[config.mk]
export PLATFORM = sky130hd
export DESIGN_NAME = fetch_stage
export DESIGN_NICKNAME = d
export VERILOG_FILES = /design/src/rtl/fetch_stage.sv
export SDC_FILE = /design/constraint.sdc
export NUM_CORES = 1
export LEC_CHECK = 0
export CAP_MARGIN = 20
export CORE_UTILIZATION = 53
export DETAILED_ROUTE_END_ITERATION = 12
export GPL_TIMING_DRIVEN = 0
export PLACE_DENSITY = 0.83
export SLEW_MARGIN = 10
export SYNTH_ARGS = -nofsm -noshare
export SYNTH_HDL_FRONTEND = slang
export SYNTH_SLANG_ARGS = --single-unit
[constraint.sdc]
create_clock -name clk -period 4.9 [get_ports clk]
set_input_delay 0.98 -clock clk [delete_from_list [all_inputs] [get_ports clk]]
set_output_delay 0.98 -clock clk [all_outputs]
set_load 0.005 [all_outputs]
[src/rtl/fetch_stage.sv]
// Instruction fetch stage: one outstanding memory read, a one-entry output
// buffer toward IF/ID, redirect/flush handling and HALT detection.
module fetch_stage (
    input  logic        clk,
    input  logic        rst,
    input  logic        stall,
    input  logic        redirect,
    input  logic [15:0] redirect_pc,
    output logic        imem_req,
    output logic [15:0] imem_addr,
    input  logic        imem_ack,
    input  logic [15:0] imem_data,
    output logic [15:0] instr_out,
    output logic [15:0] pc_plus2_out,
    output logic        valid_out,
    output logic        halted_out
);

    localparam logic [1:0]  S_IDLE   = 2'd0;
    localparam logic [1:0]  S_BUSY   = 2'd1;
    localparam logic [1:0]  S_SQUASH = 2'd2;
    localparam logic [1:0]  S_HALT   = 2'd3;

    localparam logic [15:0] NOP_WORD = 16'h0800;
    localparam logic [4:0]  HALT_OP  = 5'b00000;

    logic [1:0]  state_q, state_d;
    logic [15:0] pc_q, pc_d;
    logic [15:0] squash_addr_q, squash_addr_d;
    logic [15:0] buf_instr_q, buf_instr_d;
    logic [15:0] buf_pc2_q, buf_pc2_d;
    logic        buf_valid_q, buf_valid_d;

    logic        consume;
    logic        can_accept;
    logic [15:0] pc_next_seq;

    assign consume     = buf_valid_q & ~stall;
    assign can_accept  = ~buf_valid_q | consume;
    assign pc_next_seq = pc_q + 16'd2;

    // NOTE: every signal assigned here gets a default first so no path leaves it
    // unassigned; otherwise synthesis infers a latch to hold the old value.
    always_comb begin
        state_d       = state_q;
        pc_d          = pc_q;
        squash_addr_d = squash_addr_q;
        buf_instr_d   = buf_instr_q;
        buf_pc2_d     = buf_pc2_q;
        buf_valid_d   = buf_valid_q;

        if (consume) begin
            buf_valid_d = 1'b0;
        end

        if (redirect) begin
            // Redirect outranks stall, capture and HALT: flush buffer, retarget PC.
            pc_d        = redirect_pc;
            buf_valid_d = 1'b0;
            case (state_q)
                S_BUSY: begin
                    if (imem_ack) begin
                        state_d = S_IDLE;
                    end else begin
                        state_d       = S_SQUASH;
                        squash_addr_d = pc_q;
                    end
                end
                S_SQUASH: begin
                    state_d = imem_ack ? S_IDLE : S_SQUASH;
                end
                default: begin
                    state_d = S_IDLE;
                end
            endcase
        end else begin
            case (state_q)
                S_IDLE: begin
                    // Only start a read when the buffer will be free by the time data returns.
                    if (can_accept) begin
                        state_d = S_BUSY;
                    end
                end
                S_BUSY: begin
                    if (imem_ack) begin
                        buf_instr_d = imem_data;
                        buf_pc2_d   = pc_next_seq;
                        buf_valid_d = 1'b1;
                        pc_d        = pc_next_seq;
                        state_d     = (imem_data[15:11] == HALT_OP) ? S_HALT : S_IDLE;
                    end
                end
                S_SQUASH: begin
                    if (imem_ack) begin
                        state_d = S_IDLE;
                    end
                end
                S_HALT: begin
                    state_d = S_HALT;
                end
                default: begin
                    state_d = S_IDLE;
                end
            endcase
        end
    end

    // NOTE: state registers use non-blocking assignments so every flop samples
    // pre-edge values, independent of statement order.
    always_ff @(posedge clk or negedge rst) begin
        if (!rst) begin
            state_q       <= S_IDLE;
            pc_q          <= 16'h0000;
            squash_addr_q <= 16'h0000;
            buf_instr_q   <= 16'h0000;
            buf_pc2_q     <= 16'h0000;
            buf_valid_q   <= 1'b0;
        end else begin
            state_q       <= state_d;
            pc_q          <= pc_d;
            squash_addr_q <= squash_addr_d;
            buf_instr_q   <= buf_instr_d;
            buf_pc2_q     <= buf_pc2_d;
            buf_valid_q   <= buf_valid_d;
        end
    end

    // While squashing, the memory still owns the old address even though PC moved on.
    assign imem_req     = (state_q == S_BUSY) || (state_q == S_SQUASH);
    assign imem_addr    = (state_q == S_SQUASH) ? squash_addr_q : pc_q;
    assign instr_out    = buf_valid_q ? buf_instr_q : NOP_WORD;
    assign pc_plus2_out = buf_pc2_q;
    assign valid_out    = buf_valid_q;
    assign halted_out   = (state_q == S_HALT);

endmodule

==> results.py, run 1 <==
metrics = {
    "outcome": {
        "status": "finished, final reports clean",
    },
    "setup_path": {
        "r2r-end": "buf_instr_q[8]",
        "critPathKind": "register to primary output",
        "required_ns": 3.92,
        "worstReg2RegStart": "state_q[1]",
        "cp_max_fo": 10,
        "cp.arrival_ns": 2.72,
        "endpoint_kind": "primary output",
        "critical_path.startpoint": "state_q[0]",
        "setup.worst_path.end": "imem_addr[14]",
        "regToRegSetupSlack_ns": 2.73,
        "r2r_cells": 8,
        "start_kind": "register",
    },
    "cts": {
        "cts_resized": 0,
        "clock_path_buffers": 2,
        "htreeDepth": 3,
        "cts.clk_slew.worst_paths_ns": 0.07,
        "cts.sinks": 67,
        "worstSkewPairLatency_ns": 0.34,
        "cts_buffers": 9,
        "cts_root_buf": "clkbuf_8",
        "holdBufCountCts": 0,
        "post_cts.repair.setup_buffers": 0,
        "cts_tree": "yes",
    },
    "synth": {
        "synth_cell_types": 38,
        "syn-num-nets": 389,
        "synth_area_um2": 3400,
        "ys_warn_count": 0,
        "ys_seq_area_frac": 0.492,
        "synth_seq_cells": 67,
        "synth_cells": 347,
        "avgSynthCellArea_um2": 9.81,
    },
    "sta": {
        "finalHoldViolCount": 0,
        "rsz0062_at_grt": "false",
        "period_needed_ns": 3.70,
        "setup_viol": 0,
        "worst_pin_slew_ns": 0.615,
        "maxSlewHeadroom": 0.589,
        "clock_skew_ns": 0.00670,
        "fin_hold_ws_ns": 0.423,
        "setup_tns_ns": 0,
        "slew_viol_final": 0,
        "finalCritPeriodShare": 0.754,
        "clock.fmax_mhz": 271,
    },
    "floorplanning": {
        "ios": 88,
        "die_w_um": 82.1,
        "start_util": 0.562,
        "die_height_um": 82.1,
        "row_count": 28,
        "core_um2": 6060,
        "die_area_um2": 6750,
    },
    "grt": {
        "antenna_found_initial": 0,
        "grt-ovfl-total": 0,
        "grt_pass1_wl_mm": 12.8,
        "grt.total_usage": 0.260,
        "grt_max_degree": 67,
        "grt_pass1_vias": 2618,
    },
    "placed_design": {
        "place_inst": 509,
        "io_buffers": 86,
        "gp_congestion": 0.843,
        "dp_hpwl_mm": 6.00,
    },
    "route": {
        "vias": 2840,
        "wire_per_inst_um": 15.7,
        "wirelength_mm": 8.18,
        "vias_per_cell": 5.44,
        "drt_iter0_drc": 164,
        "postRouteAntennaNets": 0,
        "drc": 0,
        "firstDrtPassIters": 4,
    },
    "power_and_ir_drop": {
        "leakage_nw": 1.94,
        "peakVddDrop_v": 0.000263,
        "power_density_nw_per_um2": 424,
    },
    "run": {
        "max_cap_violations": 0,
    },
    "final_layout": {
        "nets": 487,
        "layout-drive-gt1-share": 0.141,
        "area_growth_pct": 33.1,
        "n_antenna_cell": 0,
        "stdcell_count": 522,
    },
    "worst_hold_path": {
        "hp-class": "input port to async pin",
    },
}
-- final cells by class --
| type | count | area, um^2 |
|---|---|---|
| Inverter | 4 | 15.0 |
| Buffer | 25 | 143 |
| Sequential cell | 67 | 1680 |
| Clock buffer | 13 | 149 |
| Timing Repair Buffer | 87 | 886 |
| Tap cell | 75 | 93.8 |
| Multi-Input combinational cell | 251 | 1570 |
| Fill cell | 449 | 1530 |
-- flip-flops by register name, indices dropped and copies added, names as in the netlist --
signal / cells
state_q: 2
valid_out: 1
buf_instr_q: 16
pc_q: 16
squash_addr_q: 16
pc_plus2_out: 16
-- power breakdown --
part,internal (mW),switching (mW)
Combinational,0.393,0.270
Sequential,0.761,0.116
Clock,0.190,0.192
Total,1.34,0.578
-- routing by layer --
layer / GRT usage / vias to the layer above / wire (um) / share of wire
met2: 0.417 / 104 / 4130 / 0.51
met4: 0.128 / 0 / 156 / 0.019
met3: 0.0385 / 16 / 450 / 0.055
li1: - / 1353 / - / -
met5: 0 / - / 0 / 0
met1: 0.343 / 1367 / 3430 / 0.42
-- cell usage after synthesis (all sizes together) --
cell,n,share of area
a21oi,1,0.0015
a221oi,1,0.0026
a31oi,1,0.0018
a32oi,1,0.0026
and2,17,0.031
and4,2,0.0055
buf,13,0.029
clkbuf,12,0.013
dfrtp,67,0.49
ha,5,0.018
inv,4,0.0044
mux2,33,0.11
mux2i,2,0.0059
nand2,90,0.099
nand2b,1,0.0018
nand3,13,0.021
nand3b,1,0.0022
nand4,6,0.013
nor2,8,0.0088
nor2b,1,0.0018
nor3,6,0.0088
nor4,2,0.0037
nor4b,1,0.0026
o211ai,3,0.0066
o21ai,27,0.040
o311ai,1,0.0026
o41ai,1,0.0026
or2,2,0.0044
or4,3,0.0077
xnor2,13,0.033
xor2,9,0.023
-- critical path: stages (launching register included) --
cell	delay (ns)
dfrtp_1	0.40
inv_1	0.11
ha_1	0.15
clkbuf_1	0.35
clkbuf_1	0.51
mux2_2	0.41
clkdlybuf4s50_1	0.44
-- worst min-delay path by stage --
stage	endpoint	startpoint	cells past startpoint
3_3_place_gp	buf_instr_q[3]	buf_instr_q[3]	2
4_1_cts	squash_addr_q[7]	rst	1
2_1_floorplan	buf_instr_q[11]	buf_instr_q[11]	2
5_1_grt	squash_addr_q[7]	rst	1
6_report	squash_addr_q[7]	rst	1
3_5_place_dp	buf_instr_q[11]	buf_instr_q[11]	2
-- layout by cell type, fill, tap and decap left out, types with 8 or more instances in the layout --
cell type        count
nand2_1             90
o21ai_0             27
nand3_1             12
xnor2_1             13
clkbuf_8            10
buf_4                9
mux2_2              33
clkdlybuf4s50_1     85
xor2_1               9
nor2_1               8
and2_1              17
clkbuf_1            15
dfrtp_1             67
-- stage by stage --
step / total power [mW] / util / setup slack (ns) / area (um^2)
CTS: 1.93 / 0.748 / 1.17 / 4530
finish: 1.92 / 0.748 / 1.20 / 4530
detailed placement: 1.56 / 0.723 / 1.55 / 4380
floorplan: 1.19 / - / 2.31 / 3400
global route: 2.04 / 0.748 / 0.991 / 4530
global placement: 1.51 / 0.719 / 0.667 / 4360
-- kinds of logic after synthesis --
family	Yosys count	share of synthesized area
and+or+nand+nor	153	0.211
DFF	67	0.492
AOI/OAI and AO/OA	36	0.0599
muxes	35	0.115
buffers and inverters	29	0.0463
xor gates and xnor gates	22	0.0566
adders and majority gates	5	0.0184
(Power assumes the default switching activity.)
==> inputs of run 2 (changes only) <==
- CORE_UTILIZATION: 53 -> 44
- PLACE_DENSITY: 0.83 -> 0.73
- clock period: 4.9 -> 3.28 ns (I/O delays scaled with it)
==> results.py, run 2 (synthesis gave the netlist of run 1 again) <==
metrics = {
    "route": {
        "wirelength_mm": 8.16,
        "vias": 2783,
        "postRouteAntennaNets": 0,
        "firstDrtPassIters": 4,
        "drc": 0,
        "drt_iter0_drc": 105,
        "vias_per_cell": 5.08,
        "wire_per_inst_um": 14.9,
    },
    "setup_path": {
        "cp_max_fo": 10,
        "critPathKind": "register to primary output",
        "start_kind": "register",
        "endpoint_kind": "primary output",
        "required_ns": 2.62,
        "regToRegSetupSlack_ns": 1.14,
        "cp.arrival_ns": 2.48,
    },
    "floorplanning": {
        "start_util": 0.462,
        "core_um2": 7370,
        "die_w_um": 90.0,
        "die_area_um2": 8090,
        "ios": 88,
        "die_height_um": 90.0,
        "row_count": 31,
    },
    "sta": {
        "rsz0062_at_grt": "false",
        "period_needed_ns": 3.14,
        "worst_pin_slew_ns": 0.604,
        "slew_viol_final": 0,
        "clock_skew_ns": 0.00612,
        "maxSlewHeadroom": 0.596,
        "clock.fmax_mhz": 319,
        "setup_tns_ns": 0,
        "setup_viol": 0,
        "finalCritPeriodShare": 0.956,
        "finalHoldViolCount": 0,
    },
    "grt": {
        "grt.total_usage": 0.213,
        "antenna_found_initial": 0,
        "grt_max_degree": 36,
        "grt_pass1_wl_mm": 13.5,
        "grt-ovfl-total": 0,
        "grt_pass1_vias": 2770,
    },
    "final_layout": {
        "final_common_cell": "nand2_1",
        "stdcell_count": 548,
        "post-route-cell-area_um2": 4650,
        "nets": 486,
        "area_growth_pct": 36.6,
        "n_antenna_cell": 0,
        "layout-drive-gt1-share": 0.156,
        "fill_cells": 618,
        "mostFrequentLayoutCells": "nand2_1, clkdlybuf4s50_1, dfrtp_1",
    },
    "cts": {
        "cts.sinks": 67,
        "clock_path_buffers": 2,
        "cts_buffers": 9,
        "post_cts.repair.setup_buffers": 0,
        "cts.clk_slew.worst_paths_ns": 0.07,
        "cts_tree": "yes",
        "cts_root_buf": "clkbuf_8",
        "worstSkewPairLatency_ns": 0.35,
        "htreeDepth": 3,
    },
    "placed_design": {
        "placed_area_um2": 4410,
        "gp_congestion": 0.806,
        "place_inst": 533,
        "io_buffers": 86,
        "dp_hpwl_mm": 5.93,
    },
    "power_and_ir_drop": {
        "power_density_nw_per_um2": 672,
        "power_frac_seq": 0.418,
        "switching_share": 0.285,
        "peakVddDrop_v": 0.000363,
        "total_power_mw": 3.13,
        "p_int_mw": 2.24,
        "leakage_nw": 1.99,
        "p_sw_mw": 0.891,
        "clkPwrFrac": 0.266,
        "pwr-share-comb": 0.316,
    },
    "worst_hold_path": {
        "hp-class": "input port to async pin",
    },
    "outcome": {
        "status": "finished, final reports clean",
    },
    "run": {
        "max_cap_violations": 0,
    },
}
## run 2: cell count changes in the layout (fill, tap and decap cells not counted), sizes merged
cell | before | now
clkinvlp | 0 | 1
bufinv | 0 | 2
clkbuf | 25 | 24
## run 2: what timing repair did
action,4_1_cts,5_1_grt
hold endpoints to repair,0,0
resized for setup,1,0
setup endpoints to repair,10,0
hold buffers,0,0
## run 2: per-stage QoR
stage               setup WS, ns  hold slack (ns)   util
finish                     0.143            0.242  0.631
global route              0.0246            0.276  0.631
CTS                        0.112            0.253  0.631
detailed placement         0.188            0.454  0.598
global placement          -0.664            0.450  0.596
floorplan                   1.01            0.360      -
## run 2: critical path: stages (launching register included)
cell and delay (ns):
dfrtp_1 0.41, inv_1 0.12, ha_1 0.41, clkbuf_2 0.35
mux2_2 0.37, clkdlybuf4s50_1 0.46
## run 2: metal layers
layer / up-vias / global-route usage / share of wire
li1: 1357 / - / -
met1: 1342 / 0.280 / 0.45
met2: 71 / 0.340 / 0.49
met3: 13 / 0.0355 / 0.042
met4: 0 / 0.113 / 0.020
met5: - / 0 / 0
## run 2: final timing paths
kind,from,to,cells past startpoint
worst max-delay path,state_q[0],imem_addr[7],5
worst min-delay path,rst,squash_addr_q[6],1
worst max register to register,state_q[1],buf_instr_q[13],8
worst min register to register,buf_instr_q[0],buf_instr_q[0],2
max in group asynchronous,rst,buf_instr_q[0],2
min in group clk,buf_instr_q[0],buf_instr_q[0],2
## run 2: power by group through the flow
| stage | logic [mW] | registers (mW) | clock network [mW] |
|---|---|---|---|
| detailed placement | 0.995 | 1.32 | 0 |
| floorplan | 0.495 | 1.29 | 0 |
| finish | 0.989 | 1.31 | 0.830 |
| CTS | 1.01 | 1.31 | 0.840 |
| global route | 1.09 | 1.35 | 0.867 |
| global placement | 0.962 | 1.30 | 0 |
## run 2: final cells by class
cell class                      count  area, um^2  area share
Buffer                             24         140      0.0301
Clock buffer                       13         179      0.0385
Clock inverter                      3        67.6      0.0145
Inverter                            4        15.0     0.00323
Multi-Input combinational cell    251        1570       0.338
Sequential cell                    67        1680       0.361
Tap cell                           99         124      0.0266
Timing Repair Buffer               87         878       0.189
==> inputs of run 3 (changes only) <==
- CORE_MARGIN: default -> 10
==> results.py, run 3 (synthesis gave the netlist of run 1 again) <==
metrics = {
    "route": {
        "drc": 0,
        "wirelength_mm": 8.74,
        "postRouteAntennaNets": 0,
        "vias_per_cell": 5.01,
        "firstDrtPassIters": 5,
        "vias": 2758,
        "wire_per_inst_um": 15.9,
        "drt_iter0_drc": 148,
    },
    "setup_path": {
        "max_stage_delay_ns": 0.47,
        "required_ns": 2.62,
        "setup.worst_path.end": "imem_addr[14]",
        "cp_max_fo": 10,
        "regToRegSetupSlack_ns": 1.11,
        "worstReg2RegStart": "state_q[1]",
        "critical_path.slowest_cell": "clkdlybuf4s50_1",
        "r2r-end": "buf_instr_q[9]",
        "endpoint_kind": "primary output",
        "r2r_cells": 8,
        "critPathKind": "register to primary output",
        "crit_chain": "inv_1 > ha_2 > clkbuf_2 > mux2_2 > clkdlybuf4s50_1",
        "cp.arrival_ns": 2.37,
        "start_kind": "register",
        "critical_path.startpoint": "state_q[0]",
    },
    "cts": {
        "cts.sinks": 67,
        "cts_tree": "yes",
        "cts_buffers": 9,
        "clock_path_buffers": 2,
        "htreeDepth": 3,
        "holdBufCountCts": 0,
        "post_cts.repair.setup_buffers": 0,
        "worstSkewPairLatency_ns": 0.34,
        "cts_root_buf": "clkbuf_8",
        "cts_resized": 1,
        "cts.clk_slew.worst_paths_ns": 0.08,
    },
    "floorplanning": {
        "die_height_um": 108,
        "die_w_um": 108,
        "row_count": 32,
        "start_util": 0.448,
        "die_area_um2": 11700,
        "core_um2": 7610,
        "ios": 88,
    },
    "final_layout": {
        "n_antenna_cell": 0,
        "mostFrequentLayoutCells": "nand2_1, clkdlybuf4s50_1, dfrtp_1",
        "area_growth_pct": 35.4,
        "final_core_util": 0.606,
        "nets": 486,
        "layout-drive-gt1-share": 0.154,
        "final_common_cell": "nand2_1",
    },
    "power_and_ir_drop": {
        "power_density_nw_per_um2": 644,
        "peakVddDrop_v": 0.000290,
        "leakage_nw": 1.97,
    },
    "placed_design": {
        "pre_cts_ws_ns": 0.163,
        "gp_congestion": 0.824,
        "dp_hpwl_mm": 6.54,
        "io_buffers": 86,
    },
    "outcome": {
        "status": "finished, final reports clean",
    },
    "grt": {
        "grt_pass1_vias": 2766,
        "grt-ovfl-total": 0,
        "grt_max_degree": 66,
        "grt.total_usage": 0.152,
        "antenna_found_initial": 0,
        "grt_pass1_wl_mm": 14.1,
    },
    "sta": {
        "finalHoldViolCount": 0,
        "rsz0062_at_grt": "false",
        "setup_slack_ns": 0.255,
        "period_needed_ns": 3.02,
        "clock_skew_ns": 0.00898,
        "maxSlewHeadroom": 0.579,
        "slew_viol_final": 0,
        "worst_pin_slew_ns": 0.630,
        "finalCritPeriodShare": 0.922,
        "fin_hold_ws_ns": 0.0966,
        "clock.fmax_mhz": 331,
        "setup_tns_ns": 0,
        "setup_viol": 0,
    },
    "run": {
        "max_cap_violations": 0,
    },
    "worst_hold_path": {
        "hp-class": "input port to async pin",
    },
}
==> run 3: worst min-delay path by stage <==
| stage | slack, ns | endpoint | startpoint | depth (start not counted) |
|---|---|---|---|---|
| 6_report | 0.1 | buf_instr_q[5] | rst | 1 |
| 5_1_grt | 0.08 | buf_instr_q[5] | rst | 1 |
| 4_1_cts | 0.08 | buf_instr_q[5] | rst | 1 |
| 3_5_place_dp | 0.46 | buf_instr_q[5] | rst | 1 |
| 3_3_place_gp | 0.45 | buf_instr_q[1] | buf_instr_q[1] | 2 |
| 2_1_floorplan | 0.36 | buf_instr_q[0] | rst | 0 |
==> run 3: power by group <==
group	leakage, nW	total [mW]	switching (mW)	internal, mW
sequential	0.828	1.30	0.166	1.14
combinational	1.04	1.00	0.412	0.590
clock	0.0997	0.665	0.308	0.357
total	1.97	2.97	0.886	2.08
==> run 3: critical path: cells and delay by family (launching register included) <==
family                   cells  cell delay, ns
adder cells (fa/ha/maj)      1            0.33
multiplexers                 1            0.39
buffers and inverters        3            0.90
flip-flops                   1            0.41
==> run 3: layout make-up <==
cell class | count | area (um^2)
inverter | 4 | 15.0
timing repair buffer | 87 | 886
sequential | 67 | 1680
multi-input combinational | 251 | 1570
fill | 669 | 3000
clock inverter | 1 | 5.00
tap | 102 | 128
clock buffer | 15 | 186
buffer | 24 | 140
==> run 3: per-layer routing <==
layer | vias to the layer above | wire length, um | GRT usage
met4 | 0 | 213 | 0.0763
li1 | 1355 | - | -
met5 | - | 0 | 0
met1 | 1307 | 3770 | 0.190
met3 | 17 | 502 | 0.0369
met2 | 79 | 4260 | 0.241
==> run 3: stage by stage <==
| stage | cells | cell area (um^2) | power [mW] |
|---|---|---|---|
| 6_report | 551 | 4610 | 2.97 |
| 5_1_grt | 551 | 4610 | 3.16 |
| 4_1_cts | 551 | 4610 | 3.00 |
| 3_5_place_dp | 536 | 4420 | 2.34 |
| 3_3_place_gp | 535 | 4390 | 2.29 |
| 2_1_floorplan | 347 | 3400 | 1.78 |
